===== src/rtl/mp3_i2c_pkg.sv =====
// Shared definitions for the codec-control I2C target.
//   i2c_tgt_state_t : target FSM states
//   I2C_RW_WRITE/READ : R/W bit values in the address byte
//   CODEC_DEV_ADDR  : default 7-bit codec address
//   is_target_write : true when an address byte selects this target for writing
package mp3_i2c_pkg;

  typedef enum logic [2:0] {
    ST_IDLE,
    ST_ADDR,
    ST_ADDR_ACK,
    ST_BYTE0,
    ST_ACK0,
    ST_BYTE1,
    ST_ACK1,
    ST_IGNORE
  } i2c_tgt_state_t;

  localparam logic       I2C_RW_WRITE   = 1'b0;
  localparam logic       I2C_RW_READ    = 1'b1;
  localparam logic [6:0] CODEC_DEV_ADDR = 7'h1A;

  function automatic logic is_target_write(input logic [7:0] addr_byte,
                                           input logic [6:0] dev_addr);
    return addr_byte == {dev_addr, I2C_RW_WRITE};
  endfunction

endpackage


===== src/rtl/i2c_line_filter.sv =====
// Synchroniser + glitch filter for one I2C line.
//   clk      in   system clock
//   rst_n    in   asynchronous active-low reset (filtered level presets to 1)
//   line_in  in   raw pad level
//   level    out  filtered level
//   rise     out  one-cycle pulse when the filtered level goes 0->1
//   fall     out  one-cycle pulse when the filtered level goes 1->0
module i2c_line_filter #(
  parameter int SYNC_STAGES = 2,
  parameter int FILTER_LEN  = 3
) (
  input  logic clk,
  input  logic rst_n,
  input  logic line_in,
  output logic level,
  output logic rise,
  output logic fall
);

  localparam int CNT_W = (FILTER_LEN > 1) ? $clog2(FILTER_LEN) : 1;

  logic [SYNC_STAGES-1:0] sync_p0;
  logic [CNT_W-1:0]       cnt;
  logic                   sync_out;

  assign sync_out = sync_p0[SYNC_STAGES-1];

  // Synchroniser stage
  always_ff @(posedge clk or negedge rst_n) begin
    if (!rst_n) begin
      sync_p0 <= '1;
    end else begin
      sync_p0 <= {sync_p0[SYNC_STAGES-2:0], line_in};
    end
  end

  // Filter stage: a new level is accepted once FILTER_LEN consecutive
  // synchronised samples disagree with the current one.
  always_ff @(posedge clk or negedge rst_n) begin
    if (!rst_n) begin
      level <= 1'b1;
      rise  <= 1'b0;
      fall  <= 1'b0;
      cnt   <= '0;
    end else begin
      rise <= 1'b0;
      fall <= 1'b0;
      if (sync_out == level) begin
        cnt <= '0;
      end else if (cnt == CNT_W'(FILTER_LEN - 1)) begin
        level <= sync_out;
        rise  <= sync_out;
        fall  <= ~sync_out;
        cnt   <= '0;
      end else begin
        cnt <= cnt + CNT_W'(1);
      end
    end
  end

endmodule


===== src/rtl/i2c_codec_target.sv =====
// Write-only I2C target decoding WM8731-style 2-byte register writes.
//   clk_clk        in   system clock (>= 20x SCL)
//   reset_reset_n  in   asynchronous active-low reset
//   i2c_scl_in     in   raw SCL pad level
//   i2c_sda_in     in   raw SDA pad level
//   i2c_sda_oe     out  1 = pull SDA low (ACK only)
//   i2c_scl_oe     out  always 0, no clock stretching
//   reg_wr_valid   out  one-cycle strobe for reg_wr_addr/reg_wr_data
//   reg_wr_addr    out  codec register index
//   reg_wr_data    out  codec register value
//   bus_busy       out  1 between START and STOP
//   addr_match     out  1 from our address ACK until STOP / repeated START
module i2c_codec_target
  import mp3_i2c_pkg::*;
#(
  parameter logic [6:0] DEV_ADDR    = CODEC_DEV_ADDR,
  parameter int         SYNC_STAGES = 2,
  parameter int         FILTER_LEN  = 3
) (
  input  logic       clk_clk,
  input  logic       reset_reset_n,
  input  logic       i2c_scl_in,
  input  logic       i2c_sda_in,
  output logic       i2c_sda_oe,
  output logic       i2c_scl_oe,
  output logic       reg_wr_valid,
  output logic [6:0] reg_wr_addr,
  output logic [8:0] reg_wr_data,
  output logic       bus_busy,
  output logic       addr_match
);

  logic scl, scl_rise, scl_fall;
  logic sda, sda_rise, sda_fall;

  i2c_line_filter #(
    .SYNC_STAGES (SYNC_STAGES),
    .FILTER_LEN  (FILTER_LEN)
  ) u_scl_filter (
    .clk     (clk_clk),
    .rst_n   (reset_reset_n),
    .line_in (i2c_scl_in),
    .level   (scl),
    .rise    (scl_rise),
    .fall    (scl_fall)
  );

  i2c_line_filter #(
    .SYNC_STAGES (SYNC_STAGES),
    .FILTER_LEN  (FILTER_LEN)
  ) u_sda_filter (
    .clk     (clk_clk),
    .rst_n   (reset_reset_n),
    .line_in (i2c_sda_in),
    .level   (sda),
    .rise    (sda_rise),
    .fall    (sda_fall)
  );

  assign i2c_scl_oe = 1'b0;

  i2c_tgt_state_t state;
  logic [2:0]     bit_cnt;
  logic [7:0]     shift;
  logic           ack_on;     // second half of an ACK slot: SDA is being driven
  logic [6:0]     pend_addr;
  logic           pend_d8;

  logic           start_det, stop_det;
  logic           in_byte, byte_done;
  logic [7:0]     rx_byte;

  // Any SDA edge while SCL is high is either START or STOP; that also covers
  // mid-transfer protocol errors, which therefore abort like a STOP/START.
  assign start_det = sda_fall & scl;
  assign stop_det  = sda_rise & scl;

  assign in_byte   = (state == ST_ADDR) || (state == ST_BYTE0) || (state == ST_BYTE1);
  assign rx_byte   = {shift[6:0], sda};
  assign byte_done = in_byte && scl_rise && (bit_cnt == 3'd7);

  // Protocol FSM, shift register and write port
  always_ff @(posedge clk_clk or negedge reset_reset_n) begin
    if (!reset_reset_n) begin
      state        <= ST_IDLE;
      bit_cnt      <= 3'd0;
      shift        <= 8'd0;
      ack_on       <= 1'b0;
      pend_addr    <= 7'd0;
      pend_d8      <= 1'b0;
      i2c_sda_oe   <= 1'b0;
      reg_wr_valid <= 1'b0;
      reg_wr_addr  <= 7'd0;
      reg_wr_data  <= 9'd0;
      bus_busy     <= 1'b0;
      addr_match   <= 1'b0;
    end else begin
      reg_wr_valid <= 1'b0;
      if (start_det) begin
        state      <= ST_ADDR;
        bit_cnt    <= 3'd0;
        shift      <= 8'd0;
        ack_on     <= 1'b0;
        i2c_sda_oe <= 1'b0;
        bus_busy   <= 1'b1;
        addr_match <= 1'b0;
      end else if (stop_det) begin
        state      <= ST_IDLE;
        bit_cnt    <= 3'd0;
        ack_on     <= 1'b0;
        i2c_sda_oe <= 1'b0;
        bus_busy   <= 1'b0;
        addr_match <= 1'b0;
      end else begin
        // bit_cnt wraps 7 -> 0 on the byte's last bit
        if (in_byte && scl_rise) begin
          shift   <= rx_byte;
          bit_cnt <= bit_cnt + 3'd1;
        end
        case (state)
          ST_ADDR: begin
            if (byte_done) begin
              state <= is_target_write(rx_byte, DEV_ADDR) ? ST_ADDR_ACK : ST_IGNORE;
            end
          end
          ST_BYTE0: begin
            if (byte_done) begin
              pend_addr <= rx_byte[7:1];
              pend_d8   <= rx_byte[0];
              state     <= ST_ACK0;
            end
          end
          ST_BYTE1: begin
            if (byte_done) begin
              reg_wr_valid <= 1'b1;
              reg_wr_addr  <= pend_addr;
              reg_wr_data  <= {pend_d8, rx_byte};
              state        <= ST_ACK1;
            end
          end
          ST_ADDR_ACK, ST_ACK0, ST_ACK1: begin
            // First SCL fall opens the ACK slot, the next one (after the
            // 9th clock) closes it. Both act one cycle after the filtered
            // fall, so SDA only moves while SCL is low.
            if (scl_fall) begin
              if (!ack_on) begin
                ack_on     <= 1'b1;
                i2c_sda_oe <= 1'b1;
              end else begin
                ack_on     <= 1'b0;
                i2c_sda_oe <= 1'b0;
                bit_cnt    <= 3'd0;
                case (state)
                  ST_ADDR_ACK: begin
                    addr_match <= 1'b1;
                    state      <= ST_BYTE0;
                  end
                  ST_ACK0: state <= ST_BYTE1;
                  default: state <= ST_BYTE0;
                endcase
              end
            end
          end
          default: ;
        endcase
      end
    end
  end

endmodule


===== config.mk =====
export PLATFORM = sky130hd
export DESIGN_NAME = i2c_codec_target
export DESIGN_NICKNAME = d
export VERILOG_FILES = /design/src/rtl/mp3_i2c_pkg.sv /design/src/rtl/i2c_line_filter.sv /design/src/rtl/i2c_codec_target.sv
export SDC_FILE = /design/constraint.sdc
export NUM_CORES = 1
export LEC_CHECK = 0
export CORE_MARGIN = 10
export CORE_UTILIZATION = 55
export CTS_CLUSTER_SIZE = 20
export DETAILED_ROUTE_END_ITERATION = 16
export PLACE_DENSITY = 0.78
export SLEW_MARGIN = 20
export SYNTH_ARGS = -nofsm -noshare
export SYNTH_HDL_FRONTEND = slang
export SYNTH_SLANG_ARGS = --single-unit

===== constraint.sdc =====
create_clock -name clk_clk -period 2.05 [get_ports clk_clk]
set_input_delay 0.5125 -clock clk_clk [delete_from_list [all_inputs] [get_ports clk_clk]]
set_output_delay 0.5125 -clock clk_clk [all_outputs]
set_load 0.01 [all_outputs]

==> summary.txt, run 1 <==
Run status
  • Outcome: complete, no violations

Floorplanning
  • Core Box Area: 4058 sq um
  • # IOs: 25
  • Die Ht: around 85 microns
  • Row cnt: 23
  • Starting Density: 58.03%
  • Die span in x: 85.43 microns
  • Die ar.: 7298 sq um

Power
  • Pwr per Cell Area: just over 800 nW/um^2
  • Worst VDD drop: 0.0004838 V
  • P_leak: around 0.0013 uW

Drt
  • Routed WL per cell: 16.50 microns
  • # DRC: 0
  • DR vias/cell: approximately 5.7
  • DR iter-0 viols: 92
  • DRT Pass-1 Iters: 4
  • Via count: 1419
  • Antenna viol nets, final: 0
  • Wirelength, routed: 4126 microns

Clocking
  • H-tree Lvls: 2
  • Total CTS buffers: 5
  • Clock sink total: 55
  • CTS Hold Buffers Added: 0
  • TritonCTS clock tree: done
  • Reg clk slew, reported paths: 0.10 ns
  • Skew-Pair Late Insertion Delay: roughly 0.30 ns
  • # resized after CTS: 0
  • CTS root buffer: clkbuf_8
  • Maximum buffer depth of the clock tree: 2
  • Post-CTS Setup Bufs: 0

Finish
  • Fin nets: 205
  • Share of layout cells above drive strength 1: 31.00%
  • Fillers: approximately 280
  • Multi-input combinational cell area: 904.6 sq um
  • Most frequent cells in the layout: 49 x dfrtp_1, 22 x clkdlybuf4s50_1, 17 x mux2_2
  • Commonest non-fill, non-tap cell in the layout: dfrtp_1
  • Post-route design area: between 2000 and 3000 sq um
  • Ant. Diodes: 0
  • Reg area: between 1000 and 1500 sq um
  • Area grow syn2layout: 16.31%

Global routing
  • GRT overflow: 0
  • Gr usage total: about an eighth
  • Vias in the first global route: 1552
  • Initial antenna violation count: 0
  • Largest net degree at the start of global routing: 25
  • First-pass GRT wire length: roughly 7400 microns

Placed design
  • Detailed Place HPWL: 3038 microns
  • Port Buffer Count: 23
  • Placed cell area: 2654 sq um
  • GP Congestion: 0.8428

Timing
  • Skew final: roughly 0.0086 ns
  • Post-Route Setup TNS: 0 ns
  • Max Clk Rate: 546.1 MHz
  • RSZ-0062 raised after global routing: no
  • Slew of the pin with the lowest slew margin: about 0.66 ns
  • Final Critical Period: 1.831 ns
  • Fin. Hold Viols: 0
  • Period utilization: 89.33%
  • Slew Limit Fails: 0
  • Max-slew headroom: 55.07%
  • Setup Viol. Count Final: 0

Synth
  • Sequential fraction of the synthesis area: 58.77%
  • Synth top area cells: dfrtp_1 52%, mux2_2 8.1%, dfstp_2 6.7%
  • Syn_area_per_cell: 13.85 sq um
  • Synth top area share: between 50% and 60%
  • Leading area contributor after synthesis: dfrtp_1
  • Ys Warns: 0
  • Post-Syn Nets: 176
  • Netlist cell types: 40
  • Synthesized cell area: 2355 sq um
  • Post-synthesis cell count: 170
  • #FFs+latches synth: 55

Setup path
  • R2R setup slack: 0.22 ns
  • Setup crit start kind: flop
  • Crit-path cells: ha_1 > ha_1 > nand4_4 > nor3_4 > mux2_2
  • Crit. End Element: flop
  • Worst-path fanout max: 8
  • CP top delay family: simple AND/OR/NAND/NOR gates
  • Critical path type: reg -> reg
  • WP data arrival: just over 2 ns
  • CP max stage cell: dfrtp_1
  • Worst path bufs/invs: 0
  • Cell mode on critical path: ha_1
  • Worst EP required: 2.24 ns
  • CP max stage delay: 0.39 ns

Job
  • Max-cap violation count: 0

Hold path
  • Hold Crit Class: in -> async
## area by class of cell
type / count / share of cell area (%)
Clock buffer: 7 / 2.787
Clock inverter: 1 / 0.3198
Inverter: 4 / 0.5482
Multi-Input combinational cell: 105 / 33.03
Sequential cell: 55 / 50.53
Tap cell: 50 / 2.284
Timing Repair Buffer: 28 / 10.51
## sequential cells by signal, indices dropped and copies added (netlist names), 2 cells and up
| name | flops |
|---|---|
| u_scl_filter.cnt | 2 |
| pend_addr | 7 |
| reg_wr_addr | 7 |
| u_sda_filter.cnt | 2 |
| shift | 7 |
| bit_cnt | 3 |
| u_sda_filter.sync_p0 | 2 |
| u_scl_filter.sync_p0 | 2 |
| reg_wr_data | 9 |
| state | 3 |
## layer usage
| layer | wire length [microns] | up-vias | global-route usage, % | share of wire (%) |
|---|---|---|---|---|
| met5 | 0 | - | 0 | 0 |
| met4 | 55 | 0 | 4.341 | 1.3 |
| met3 | 254 | 7 | 4.971 | 6.2 |
| met2 | 2059 | 27 | 20.10 | 50 |
| met1 | 1758 | 721 | 14.19 | 43 |
| li1 | - | 664 | - | - |
## power breakdown
group          internal, uW  switching, uW  total, uW
logic                   166            123        289
registers              1210            145       1350
clock network           247            334        581
## metrics by stage
step / hold slack (ns) / util [%] / power [uW] / setup WS (ns) / cells
after CTS: 0.1934 / 67.50 / 2251 / 0.2083 / 250
after detailed placement: 0.3485 / 65.40 / 1670 / 0.2057 / 242
after global routing: 0.2106 / 67.50 / 2346 / 0.09776 / 250
after floorplan: 0.2169 / - / 1546 / 0.2945 / 170
after global placement: 0.3460 / 65.40 / 1635 / 0.3214 / 242
final: 0.1826 / 67.50 / 2223 / 0.2187 / 250
## synthesized netlist by cell type
| master | number |
|---|---|
| dfrtp_1 | 49 |
| mux2_2 | 17 |
| mux2_4 | 9 |
| nor2_1 | 8 |
| o21ai_0 | 7 |
| o221a_2 | 7 |
| and2b_2 | 6 |
| dfstp_2 | 6 |
| nand2_1 | 6 |
| nand2b_1 | 6 |
| a21oi_1 | 4 |
| inv_1 | 4 |
| nor2b_1 | 4 |
| nand3_1 | 3 |
| a22o_1 | 2 |
| a32o_1 | 2 |
| and2_1 | 2 |
| clkbuf_1 | 2 |
| ha_1 | 2 |
| mux2i_1 | 2 |
| nand4_1 | 2 |
| nor3_4 | 2 |
| a211oi_1 | 1 |
| a21o_1 | 1 |
| a221oi_1 | 1 |
| and3_1 | 1 |
| buf_12 | 1 |
| buf_2 | 1 |
| buf_4 | 1 |
| buf_6 | 1 |
| conb_1 | 1 |
| nand4_4 | 1 |
| nor4b_1 | 1 |
| nor4bb_1 | 1 |
| o21a_1 | 1 |
| o21ai_2 | 1 |
| o31ai_1 | 1 |
| or2_2 | 1 |
| xnor2_1 | 1 |
| xor2_1 | 1 |
## kinds of logic (layout without fill, tap and decap cells)
kind of cell,Yosys count,after routing,share of synthesized area [%]
and+or+nand+nor,44,44,12.43
muxes,28,28,14.72
buffers and inverters,10,40,2.816
other,1,1,0.1593
AOI/OAI and AO/OA,28,28,9.299
DFF,55,55,58.77
xor gates and xnor gates,2,2,0.7440
adders and majority gates,2,2,1.063
## path summary, 6_finish.rpt
path	startpoint	endpoint	cells past startpoint
max	bit_cnt[0]	pend_addr[0]	5
min	reset_reset_n	state[0]	1
min in group clk_clk	u_sda_filter.sync_p0[0]	u_sda_filter.sync_p0[1]	0
max reg2reg	bit_cnt[0]	pend_addr[0]	5
max in group asynchronous	reset_reset_n	reg_wr_data[0]	2
min reg2reg	u_sda_filter.sync_p0[0]	u_sda_filter.sync_p0[1]	0
Note: power is estimated with default switching activity, not from simulation.
==> inputs of run 2 (changes only) <==
- ABC_AREA: not set -> 1
- SLEW_MARGIN: 20 -> 5
==> summary.txt, run 2 <==
Setup path
  • Setup crit start kind: flop
  • Worst path bufs/invs: 1
  • Critical path type: reg -> out
  • CP max stage cell: clkdlybuf4s50_1
  • Crit-path cells: clkdlybuf4s50_1
  • WP data arrival: roughly 1.2 ns
  • Worst EP required: 1.54 ns
  • CP top delay family: buffers and inverters
  • Crit. End Element: output port
  • CP max stage delay: around 0.55 ns
  • Worst-path fanout max: 2

Global routing
  • Initial antenna violation count: 0
  • Gr usage total: 11.60%
  • Largest net degree at the start of global routing: 56
  • Vias in the first global route: 1604
  • First-pass GRT wire length: 7051 microns
  • GRT overflow: 0

Placed design
  • GP Congestion: 0.8342
  • Detailed Place HPWL: 2902 microns
  • Inst Count DP: 320
  • Port Buffer Count: 23

Drt
  • DRT Pass-1 Iters: 4
  • DR iter-0 viols: 128
  • # DRC: 0
  • Wirelength, routed: around 3900 microns
  • Via count: 1610
  • Routed WL per cell: 12.03 microns
  • DR vias/cell: 4.909
  • Antenna viol nets, final: 0

Clocking
  • # resized after CTS: 0
  • Clock sink total: 55
  • CTS root buffer: clkbuf_8
  • Skew-Pair Late Insertion Delay: 0.30 ns
  • CTS Hold Buffers Added: 0
  • Post-CTS Setup Bufs: 0
  • Total CTS buffers: 5
  • TritonCTS clock tree: done
  • H-tree Lvls: 2
  • Maximum buffer depth of the clock tree: 2
  • Reg clk slew, reported paths: 0.09 ns

Finish
  • Fillers: 340
  • Ant. Diodes: 0
  • Fin nets: approximately 280
  • Area grow syn2layout: 16.01%
  • Share of layout cells above drive strength 1: 13.31%
  • Max reg flops: 9
  • Most frequent cells in the layout: 59 x nand2_1, 49 x dfrtp_1, 44 x inv_1
  • Commonest non-fill, non-tap cell in the layout: nand2_1
  • Layout Cells excl Fill: 328
  • Top reg by flops: reg_wr_data

Synth
  • Number of enable flip-flop cells after synthesis: 0
  • Ys async rst share: 100.0%
  • Syn_area_per_cell: 9.401 sq um
  • Sequential fraction of the synthesis area: 58.64%
  • Synth top area cells: dfrtp_1 52%, nand2_1 9.4%, inv_1 7.0%
  • Ys Warns: 0
  • Synth top area share: 51.96%
  • Top post-synthesis cells by count: 59 x nand2_1, 49 x dfrtp_1, 44 x inv_1
  • Most common cell in the netlist: nand2_1
  • Post-Syn Nets: 257
  • Post-synthesis cell count: 251
  • Netlist cell types: 25
  • Top FF cell, synth: dfrtp_1
  • #FFs+latches synth: 55
  • Leading area contributor after synthesis: dfrtp_1
  • Synthesized cell area: 2360 sq um

Floorplanning
  • Core Box Area: a little over 4000 sq um
  • # IOs: 25
  • Die Ht: about 86 microns
  • Starting Density: ~58%
  • Die span in x: 85.50 microns
  • Row cnt: 23
  • Die ar.: 7310 sq um

Timing
  • Slew Limit Fails: 0
  • Skew final: approximately 0.0058 ns
  • Post-Route Setup TNS: 0 ns
  • Max Clk Rate: 573.6 MHz
  • Fin. Hold Viols: 0
  • RSZ-0062 raised after global routing: no
  • Final Critical Period: about 1.7 ns
  • Period utilization: 85.05%
  • Setup Viol. Count Final: 0

Job
  • Max-cap violation count: 0

Power
  • Pwr per Cell Area: 969.6 nW/um^2
  • P_leak: 0.001290 uW
  • Worst VDD drop: 0.0007734 V

Run status
  • Outcome: complete, no violations

Hold path
  • Hold Crit Class: in -> async
[run 2: cell families (layout without fill, tap and decap cells)]
logic type / after synthesis / after routing / share of synthesized area, %
AO/OA/AOI/OAI: 40 / 40 / 11.08
XOR/XNOR: 3 / 3 / 1.114
adder cells (fa/ha/maj): 2 / 2 / 1.060
buffers and inverters: 53 / 80 / 9.968
flip-flops: 55 / 55 / 58.64
other: 1 / 1 / 0.1589
AND/OR/NAND/NOR: 97 / 97 / 17.97
[run 2: final timing paths]
kind                                         start  depth (start not counted)                      end  slack, ns
max                                 reg_wr_data[1]                          1           reg_wr_data[1]       0.31
min                                  reset_reset_n                          2             reg_wr_valid       0.19
min reg2reg                u_sda_filter.sync_p0[0]                          0  u_sda_filter.sync_p0[1]       0.36
min in group clk_clk       u_sda_filter.sync_p0[0]                          0  u_sda_filter.sync_p0[1]       0.36
max in group asynchronous            reset_reset_n                          2  u_scl_filter.sync_p0[0]       1.58
max reg2reg                               state[0]                          5                 shift[3]       0.45
[run 2: per-layer routing]
layer,track usage [%],vias to the layer above,wire (microns)
met1,12.93,739,1749
li1,-,828,-
met4,4.192,0,51
met2,19.75,37,1911
met3,4.352,6,234
met5,0,-,0
[run 2: area by class of cell]
cell class | count | area, sq um | share of cell area (%)
Sequential cell | 55 | 1384 | 50.55
Timing Repair Buffer | 25 | 265.3 | 9.689
Clock inverter | 1 | 30.03 | 1.097
Clock buffer | 7 | 76.32 | 2.788
Inverter | 47 | 178.9 | 6.536
Multi-Input combinational cell | 143 | 740.7 | 27.06
Tap cell | 50 | 62.56 | 2.285
[run 2: report_power, final]
group	switching [uW]	internal, uW
Combinational	351	226
Sequential	147	1240
Clock	325	366
[run 2: per-stage QoR]
stage | setup slack, ns | cell area, sq um | hold slack [ns] | utilization (%) | power, uW
final | 0.3065 | 2738 | 0.1890 | 66.99 | 2655
after global routing | 0.2003 | 2738 | 0.2039 | 66.99 | 2827
after CTS | 0.2971 | 2738 | 0.1978 | 66.99 | 2674
after detailed placement | 0.4584 | 2631 | 0.3479 | 64.39 | 1976
after global placement | 0.5543 | 2631 | 0.3464 | 64.39 | 1944
after floorplan | 0.6591 | 2360 | 0.2169 | - | 1806
==> inputs of run 3 (changes only) <==
- CORE_MARGIN: 10 -> 2
- RECOVER_POWER: not set -> 25
==> summary.txt, run 3 (synthesis results as in run 2) <==
Power
  • Worst VDD drop: ~0.00054 V
  • Clock Power Share: 25.9%
  • Gate power share: a little over a fifth
  • Sw Pwr: between 800 and 900 uW
  • Sw Ratio: 31.39%
  • Internal: 1830 uW
  • P_leak: around 0.0013 uW
  • Sequential share of power: 52.1%
  • Pwr per Cell Area: 973.4 nW/um^2

Clocking
  • Total CTS buffers: 5
  • Post-CTS Setup Bufs: 0
  • Maximum buffer depth of the clock tree: 2
  • TritonCTS clock tree: done
  • Reg clk slew, reported paths: 0.09 ns
  • CTS root buffer: clkbuf_8
  • H-tree Lvls: 2
  • Clock sink total: 55
  • # resized after CTS: 0
  • CTS Hold Buffers Added: 0
  • Skew-Pair Late Insertion Delay: 0.31 ns

Placed design
  • GP Congestion: approximately 0.86
  • Inst Count DP: about 320
  • Detailed Place HPWL: 2731 microns
  • Port Buffer Count: 23
  • Placed cell area: 2639 sq um

Global routing
  • Initial antenna violation count: 0
  • First-pass GRT wire length: 6651 microns
  • Largest net degree at the start of global routing: 34
  • Gr usage total: 17.31%
  • GRT overflow: 0
  • Vias in the first global route: around 1500

Timing
  • RSZ-0062 raised after global routing: no
  • Slew of the pin with the lowest slew margin: 1.084 ns
  • Period utilization: 85.37%
  • Slew Limit Fails: 0
  • Max-slew headroom: 27.76%
  • Skew final: between 0.01 and 0.015 ns
  • Setup Viol. Count Final: 0
  • Max Clk Rate: 571.4 MHz
  • Final Critical Period: 1.750 ns
  • Post-Route Setup TNS: 0 ns
  • Fin. Hold Viols: 0

Floorplanning
  • Die ar.: 4830 sq um
  • Die Ht: 69.50 microns
  • Die span in x: just under 70 microns
  • Core Box Area: 4058 sq um
  • Row cnt: 23
  • Starting Density: 58.16%
  • # IOs: 25

Finish
  • Top reg by flops: reg_wr_data
  • Fillers: approximately 310
  • Max reg flops: 9
  • Layout Cells excl Fill: 329
  • Area grow syn2layout: 16.12%
  • Share of layout cells above drive strength 1: 12.90%
  • Most frequent cells in the layout: 59 x nand2_1, 49 x dfrtp_1, 44 x inv_1
  • Ant. Diodes: 0
  • Post-route design area: 2740 sq um
  • Commonest non-fill, non-tap cell in the layout: nand2_1
  • Fin nets: 284

Setup path
  • Critical path type: reg -> out
  • CP max stage cell: clkdlybuf4s50_1
  • Worst EP required: 1.54 ns
  • Crit. End Element: output port
  • Worst path bufs/invs: 1
  • WP data arrival: roughly 1.2 ns
  • Crit-path cells: clkdlybuf4s50_1
  • CP max stage delay: 0.54 ns
  • Worst-path fanout max: 3
  • Setup crit start kind: flop
  • CP top delay family: buffers and inverters

Drt
  • Wirelength, routed: 3915 microns
  • # DRC: 0
  • Routed WL per cell: 11.90 microns
  • DR vias/cell: 5.009
  • Via count: 1648
  • Antenna viol nets, final: 0
  • DRT Pass-1 Iters: 6
  • DR iter-0 viols: between 100 and 150

Run status
  • Outcome: complete, no violations

Job
  • Max-cap violation count: 0

Hold path
  • Hold Crit Class: reg -> reg
[run 3: cell count changes in the layout (fill, tap and decap cells not counted), sizes merged]
cell           delta
buf               -1
dlygate4sd3       +2
clkdlybuf4s50     -2
clkbuf            +2
[run 3: metrics by stage]
| step | utilization, % | power (uW) | hold slack (ns) | setup WS, ns |
|---|---|---|---|---|
| final | 67.53 | 2667 | 0.3587 | 0.2999 |
| after global routing | 67.53 | 2826 | 0.3619 | 0.2468 |
| after CTS | 67.65 | 2684 | 0.1423 | 0.2922 |
| after detailed placement | 65.03 | 1979 | 0.3473 | 0.4970 |
| after global placement | 65.03 | 1945 | 0.3463 | 0.5430 |
| after floorplan | - | 1806 | 0.2169 | 0.6591 |
[run 3: final timing paths]
path,start,endpoint,slack [ns],depth (start not counted)
max,ack_on,i2c_sda_oe,0.30,1
min,u_scl_filter.sync_p0[0],u_scl_filter.sync_p0[1],0.36,0
max reg2reg,state[0],shift[4],0.44,5
min reg2reg,u_scl_filter.sync_p0[0],u_scl_filter.sync_p0[1],0.36,0
max in group asynchronous,reset_reset_n,bus_busy,0.70,2
min in group asynchronous,reset_reset_n,reg_wr_valid,0.37,1
[run 3: final cells by class]
| class | instances | area [sq um] | share of cell area, % |
|---|---|---|---|
| multi-input cells | 143 | 740.7 | 27.03 |
| inverters | 47 | 178.9 | 6.530 |
| flip-flops and latches | 55 | 1384 | 50.50 |
| well taps | 50 | 62.56 | 2.283 |
| clock inverters | 1 | 30.03 | 1.096 |
| repair buffers | 26 | 267.8 | 9.772 |
| clock buffers | 7 | 76.32 | 2.785 |
[run 3: power by group through the flow]
stage	combinational (uW)	sequential, uW	clock [uW]
2_1_floorplan	446	1360	0
3_3_place_gp	550	1400	0
3_5_place_dp	578	1400	0
4_1_cts	586	1380	713
5_1_grt	675	1410	744
6_report	587	1390	692
[run 3: routing by layer]
metal | up-vias | track usage, % | part of all wire (%)
li1 | 829 | - | -
met3 | 6 | 4.651 | 5.7
met2 | 50 | 27.24 | 46
met5 | - | 0 | 0
met1 | 763 | 23.31 | 46
met4 | 0 | 6.100 | 1.5
